### src/rtl/enc_16x4_seq_pkg.sv
// Shared widths and state encoding for the sequential 16-to-4 encoder.
// No logic, so no latency.
// No flow control of its own.
package enc_16x4_seq_pkg;

  localparam int LINES  = 16;
  localparam int CODE_W = 4;
  localparam int CNT_W  = 5;

  typedef enum logic {
    ST_IDLE = 1'b0,
    ST_SCAN = 1'b1
  } state_t;

endpackage

### src/rtl/enc_16x4_pri.sv
// Lowest-set-bit priority encoder with an "exactly one bit set" flag.
// Purely combinational, zero latency.
// No flow control; code is 0 when no bit is set.
module enc_16x4_pri
  import enc_16x4_seq_pkg::*;
(
  input  logic [LINES-1:0]  p,
  output logic [CODE_W-1:0] code,
  output logic              one
);

  // Scan from the top down so the lowest set bit wins.
  always_comb begin
    code = '0;
    for (int i = LINES - 1; i >= 0; i--) begin
      if (p[i]) code = i[CODE_W-1:0];
    end
  end

  // p & (p-1) clears the lowest set bit; zero afterwards means one bit only.
  assign one = (p != '0) && ((p & (p - LINES'(1))) == '0);

endmodule

### src/rtl/enc_16x4_seq.sv
// Captures a 16-bit line word, then emits the index of each set line, lowest first.
// Latency 1 cycle from capture to first code; one code per cycle while out_ready.
// Holds code while out_ready low; in_ready only in IDLE, so new words wait for the scan.
module enc_16x4_seq
  import enc_16x4_seq_pkg::*;
(
  input  logic              clk,
  input  logic              rst_n,
  input  logic [LINES-1:0]  D,
  input  logic              in_valid,
  output logic              in_ready,
  output logic [CODE_W-1:0] out_code,
  output logic              out_valid,
  input  logic              out_ready,
  output logic              out_last,
  output logic              empty,
  output logic [CNT_W-1:0]  count
);

  state_t             state, state_n;
  logic [LINES-1:0]   p, p_n;
  logic [CNT_W-1:0]   count_n;
  logic               empty_n;
  logic [CODE_W-1:0]  pri_code;
  logic               pri_one;

  function automatic logic [CNT_W-1:0] popcount(input logic [LINES-1:0] w);
    logic [CNT_W-1:0] c;
    c = '0;
    for (int i = 0; i < LINES; i++) c = c + CNT_W'(w[i]);
    return c;
  endfunction

  enc_16x4_pri u_pri (
    .p    (p),
    .code (pri_code),
    .one  (pri_one)
  );

  // P is zero outside SCAN, so the code reads 0 whenever nothing is pending.
  assign in_ready  = (state == ST_IDLE);
  assign out_valid = (state == ST_SCAN);
  assign out_code  = pri_code;
  assign out_last  = (state == ST_SCAN) && pri_one;

  // Next-state: capture in IDLE, retire the lowest pending line on each handshake.
  always_comb begin
    state_n = state;
    p_n     = p;
    count_n = count;
    empty_n = 1'b0;
    case (state)
      ST_IDLE: begin
        if (in_valid) begin
          p_n     = D;
          count_n = popcount(D);
          if (D != '0) state_n = ST_SCAN;
          else         empty_n = 1'b1;
        end
      end
      ST_SCAN: begin
        if (out_ready) begin
          p_n = p & (p - LINES'(1));
          if (pri_one) state_n = ST_IDLE;
        end
      end
      default: state_n = ST_IDLE;
    endcase
  end

  // State, pending word and status registers; reset discards any scan in progress.
  always_ff @(posedge clk or negedge rst_n) begin
    if (!rst_n) begin
      state <= ST_IDLE;
      p     <= '0;
      count <= '0;
      empty <= 1'b0;
    end else begin
      state <= state_n;
      p     <= p_n;
      count <= count_n;
      empty <= empty_n;
    end
  end

endmodule

### config.mk
export PLATFORM = sky130hd
export DESIGN_NAME = enc_16x4_seq
export DESIGN_NICKNAME = d
export VERILOG_FILES = /design/src/rtl/enc_16x4_seq_pkg.sv /design/src/rtl/enc_16x4_pri.sv /design/src/rtl/enc_16x4_seq.sv
export SDC_FILE = /design/constraint.sdc
export NUM_CORES = 1
export LEC_CHECK = 0
export BUFFER_PORTS_ARGS = -buffer_cell sky130_fd_sc_hd__buf_4
export CORE_MARGIN = 5
export CORE_UTILIZATION = 25
export DETAILED_ROUTE_END_ITERATION = 8
export SLEW_MARGIN = 10
export SYNTH_ARGS = -nofsm -noshare
export SYNTH_HDL_FRONTEND = slang
export SYNTH_SLANG_ARGS = --single-unit
### constraint.sdc
create_clock -name clk -period 2.5 [get_ports clk]
set_clock_uncertainty 0.05 [all_clocks]
set_input_delay 0 -clock clk [delete_from_list [all_inputs] [get_ports clk]]
set_output_delay 0 -clock clk [all_outputs]
set_load 0.01 [all_outputs]
== After elaboration in Yosys (flattened, before gate mapping) ==
Index checks and enable logic that the tools add are counted.
Storage, ports and cells
  register bits: 23
  latch bits: 0
  bits in writable memories: 0
  ROM bits: 0
  input port bits: 20
  output and inout bits: 13
  word-level logic and storage cells: 58
  memories: 0
Operators by class
  add/subtract/negate cells: 16
  multiply operators: 0
  div/mod/pow operators: 0
  $lt $le $gt $ge: 0
  equality and inequality tests: 2
  shift-type cells: 0
  muxes and demuxes: 27
  bitwise logic cells: 2
  reductions and logical operators: 7
Operators by type and width (count)
  $mux W4: 16
  $add A5 B1 Y5: 11
  $mux W16: 2
  $pmux W16 S2: 1
  $reduce_bool A16 Y1: 2
  $and A16 B16 Y16: 1
  $logic_not A16 Y1: 1
  $sub A16 B1 Y16 const B: 1
  $mux W1: 7
  $add A4 B1 Y5: 1
  $add A3 B1 Y4: 1
  $ne A2 B2 Y1 const B: 2
  $reduce_and A2 Y1: 2
  $add A2 B1 Y3: 1
  $add A1 B1 Y2: 1
  $logic_and A1 B1 Y1: 2
  $pmux W1 S2: 1
  $not A1 Y1: 1

== Depth between registers and ports, before layout ==
  word-level depth: 16
  depth in mapped cells: 13
  gate-level depth less buffers: 13

== Modules after synthesis ==
Synthesis repeated with hierarchy kept, for this count alone.
Unflattened totals
  cell total of the unflattened synthesis: 215
  area, all modules: 1881.8 sq um
By module, submodules not included
  enc_16x4_seq: instances 1, cells an instance 159, area an instance 1551.5 sq um, seq. area each 575.6 sq um
  enc_16x4_pri: instances 1, cells an instance 56, area an instance 330.3 sq um, seq. area each 0.0 sq um

== Least setup slack after synthesis ==
OpenSTA, ideal clock, no wires.
  kind: input to register
  from: input D[0]
  to: register count[3]
  library setup time: 0.130 ns
  arrival time: 2.885 ns
  required time: 2.320 ns
  path slack: -0.565 ns
  cell stages on the path: 11
  path buffers: 0
  path through: inv_1 > fa_1 > fa_1 > fa_1 > fa_1 > inv_1 > ha_1 > a21o_1 > a21oi_1 > xor2_1 > o21ai_0
On the way
  cells in the longest elaborated chain, start to end: 15
Ends and longest elaborated chain
  from (decl): RTL line enc_16x4_seq.sv:9  | input logic [LINES-1:0] D,
  $add A1 B1 Y2: RTL line enc_16x4_seq.sv:30  | for (int i = 0; i < LINES; i++) c = c + CNT_W'(w[i]);
  $add A2 B1 Y3: RTL line enc_16x4_seq.sv:30
  $add A3 B1 Y4: RTL line enc_16x4_seq.sv:30
  $add A4 B1 Y5: RTL line enc_16x4_seq.sv:30
  $add A5 B1 Y5 (11 in series): RTL line enc_16x4_seq.sv:30
  to (signal assigned): RTL line enc_16x4_seq.sv:81  | count <= count_n;
  to (decl): RTL line enc_16x4_seq.sv:17  | output logic [CNT_W-1:0] count
Every way passes these cells.
A chain may end at the register's enable or synchronous reset.

== Final worst setup path ==
  from: input D[5]
  to: register count[4]
On the way
  cells in the longest elaborated chain, start to end: 11
Ends and longest elaborated chain (RTL line)
  $add A5 B1 Y5 (11 in series): enc_16x4_seq.sv:30
Every way passes these cells.

==> results.md <==
* Largest family of logic cells by synthesized area: compound AO/OA/AOI/OAI gates
* H-Tree Depth at 1
* Reg clk slew, reported paths at about 0.080 ns
* EDFF count, synth at 0
* CTS Root Cell: clkbuf_8
* Die X at about 95 um
* Worst path cell trace: buf_4, inv_6, fa_1, fa_1, fa_2, fa_1, inv_2, ha_4, inv_2, fa_2, nor2b_1, o21ai_1, o21ai_1
* Final nets at between 300 and 400
* Final period util at 1.16
* Most used cell, CP: fa_1
* CP endpoint kind: flop
* Setup WS post-layout at -0.395 ns
* Max incr delay on CP at approximately 0.55 ns
* Overflow after GRT at 0
* Die Y at approximately 95 um
* Worst-skew pair later-pin latency at between 0.2 and 0.3 ns
* Adder-cell share of the synthesized area at 0.159
* Max Slew Vio Count at 0
* Gpl congestion at 0.837
* Num rows at 30
* Psw at around 0.0013 W
* TritonRoute pass-1 iters at 4
* Top-count cell post-synth: o21ai_0
* Ranking of synthesized cells by area: dfrtp_1, fa_1, o21ai_0
* Yosys top cell area share at 0.321
* Sink Count at 23
* Post-DRT Antenna Nets at 0
* Via count at about 1800
* FF-to-FF setup slack at 0.24 ns
* Crit Path Class: in -> reg
* DR WL/cell at about 13 um
* DP Cell Count at 364
* Post-Layout Cell Count at ~370
* Die area at about 9000 um2
* All-Layer GR Usage at 0.117
* Violated checks: negative hold slack, negative setup slack
* DRC violations left at 0
* Max cap viols at 0
* RSZ-0062 raised after global routing: yes
* Syn Area/Cell at between 8 and 9 um2
* Synth Area in Compound Gates at 0.204
* Rel. slew slack at 0.681
* TritonCTS buffer count at 3
* IO Port Bufs at 32
* Pwr dens at between 1000 and 1500 nW/um2
* Final setup viols at 4
* CP max-delay cell: fa_1
* CTS tree: built
* Yosys warning total at 0
* CP Max Fanout at 2
* CP startpoint kind: input pin
* Core area at ~6900 um2
* Largest net degree at the start of global routing at 26
* Post-DP HPWL at about 4100 um
* Yosys cell types at 45
* Post-synth top area cell: dfrtp_1
* WP data required at around 2.6 ns
* DRT Wirelength at 4970 um
* Seq/Total Area, Yosys at 0.321
* Final Hold Vio Count at 1
* Post-synthesis xor/xnor area fraction at 0.00977
* Switch share at 0.443
* Worst hold slack at -0.0140 ns
* Status: finished, violations left
* FMAX at ~0.35 GHz
* Post-Syn Nets at roughly 260
* Final Critical Period at between 2 and 3 ns
* Detailed-route vias per instance at 4.68
* Initial antenna violation count at 0
* Ys async rst share at 1.00
* First-pass GRT wire length at approximately 8500 um
* Post-Synth Simple-Gate Area at 0.197
* Reg power frac at 0.224
* Max VDD drop at roughly 0.00047 V
* Internal power at between 0.0015 and 0.002 W
* Vias in the first global route at between 1500 and 2000
* Clock share of power at 0.074
* Synth Cell Area at ~1800 um2
* Main synth FF type: dfrtp_1
* Initial Util at 0.261
* Post-place setup slack at -0.753 ns
* Ant diodes at 0
* Comb power frac at 0.702
* Ports at 33
* HP Class: in -> reg
* Mux cell area share after synthesis at 0.00558
* Critical path arrival at 3.03 ns
* Syn Inst Count at about 220
* Worst-Margin Slew at between 0.4 and 0.5 ns
* Max Buffers Root-to-Sink at 2
* Leakage power at around 1.2 nW
* Commonest cells post-synth: o21ai_0, inv_1, nand2_1
* Total power at ~0.003 W
* Synth-to-layout area growth at 38.4%
* Share of cells above drive strength 1 at 0.320
* DR iter-0 viols at 75
* Synth Register Bits at 23
==> repair_timing <==
| action | CTS | global route |
|---|---|---|
| gates cloned | 0 | 0 |
| buffers inserted | 0 | 1 |
| endpoints found under the setup margin | 5 | 6 |
| resized for setup | 12 | 9 |
| endpoints found under the hold margin | 27 | 0 |
| hold buffers | 5 | 0 |
| pin swaps | 9 | 8 |
==> metrics by stage <==
| step | instance area (um2) | setup TNS, ns | util | hold WS [ns] |
|---|---|---|---|---|
| floorplan | 1820 | -1.67 | - | -0.346 |
| global placement | 2320 | -2.82 | 0.338 | -0.144 |
| detailed placement | 2320 | -3.15 | 0.338 | -0.140 |
| CTS | 2440 | -1.62 | 0.356 | 0.00270 |
| global route | 2480 | -1.79 | 0.361 | 0.0169 |
| finish | 2480 | -1.41 | 0.361 | -0.0140 |
==> sequential cells by signal (all words and copies together) (netlist names) <==
name / count
empty: 1
p: 16
count: 5
out_valid: 1
==> worst max-delay path: cells and delay by family <==
family / cells / cell delay [ns]
AOI/OAI and AO/OA: 2 / 0.20
adders and majority gates: 6 / 2.45
buffers and inverters: 4 / 0.26
and+or+nand+nor: 1 / 0.13
==> cell usage in the layout (no fill, tap or decap), types with 5 or more instances in the layout <==
cell type      synthesis  final
dlygate4sd3_1          0      5
o21ai_1                0      5
o21ai_0               32     27
inv_2                  0      6
inv_1                 31     20
nor2_1                17     16
a21oi_1                7      6
ha_1                   6      5
nor3_1                 7      7
nand2_1               27     27
fa_1                  10      8
buf_4                  0     60
dfrtp_1               23     23
==> area by class of cell <==
class / count / area [um2]
flip-flops and latches: 23 / 576
inverters: 31 / 136
clock buffers: 4 / 45.0
multi-input cells: 153 / 1080
repair buffers: 67 / 527
fillers: 703 / 4390
well taps: 96 / 120
==> cell families (layout without fill, tap and decap cells) <==
group	count (synthesis)	in the layout
buffers and inverters	45	102
AND/OR/NAND/NOR	73	73
multiplexers	1	1
XOR/XNOR	2	2
flip-flops	23	23
AO/OA/AOI/OAI	60	60
adder cells (fa/ha/maj)	17	17
==> power groups by stage <==
| stage | combinational, W | sequential [W] | clock [W] |
|---|---|---|---|
| after floorplan | 0.00128 | 0.000650 | 0 |
| after global placement | 0.00196 | 0.000665 | 0 |
| after detailed placement | 0.00201 | 0.000667 | 0 |
| after CTS | 0.00206 | 0.000664 | 0.000227 |
| after global routing | 0.00237 | 0.000695 | 0.000246 |
| final | 0.00211 | 0.000673 | 0.000224 |
==> per-layer routing <==
layer	vias up	track usage	share of wire
met4	0	0.0361	0.017
met1	829	0.147	0.44
met3	8	0.0135	0.028
li1	872	-	-
met2	42	0.207	0.51
met5	-	0	0
==> worst paths after layout <==
| check | from | end | depth (start not counted) |
|---|---|---|---|
| max in group asynchronous | rst_n | p[1] | 2 |
| max reg2reg | p[4] | out_valid | 6 |
| max | D[5] | count[4] | 13 |
| min | D[1] | p[1] | 3 |
| min reg2reg | count[0] | count[0] | 2 |
| min in group asynchronous | rst_n | count[3] | 2 |
Note: power is estimated with default switching activity, not from simulation.
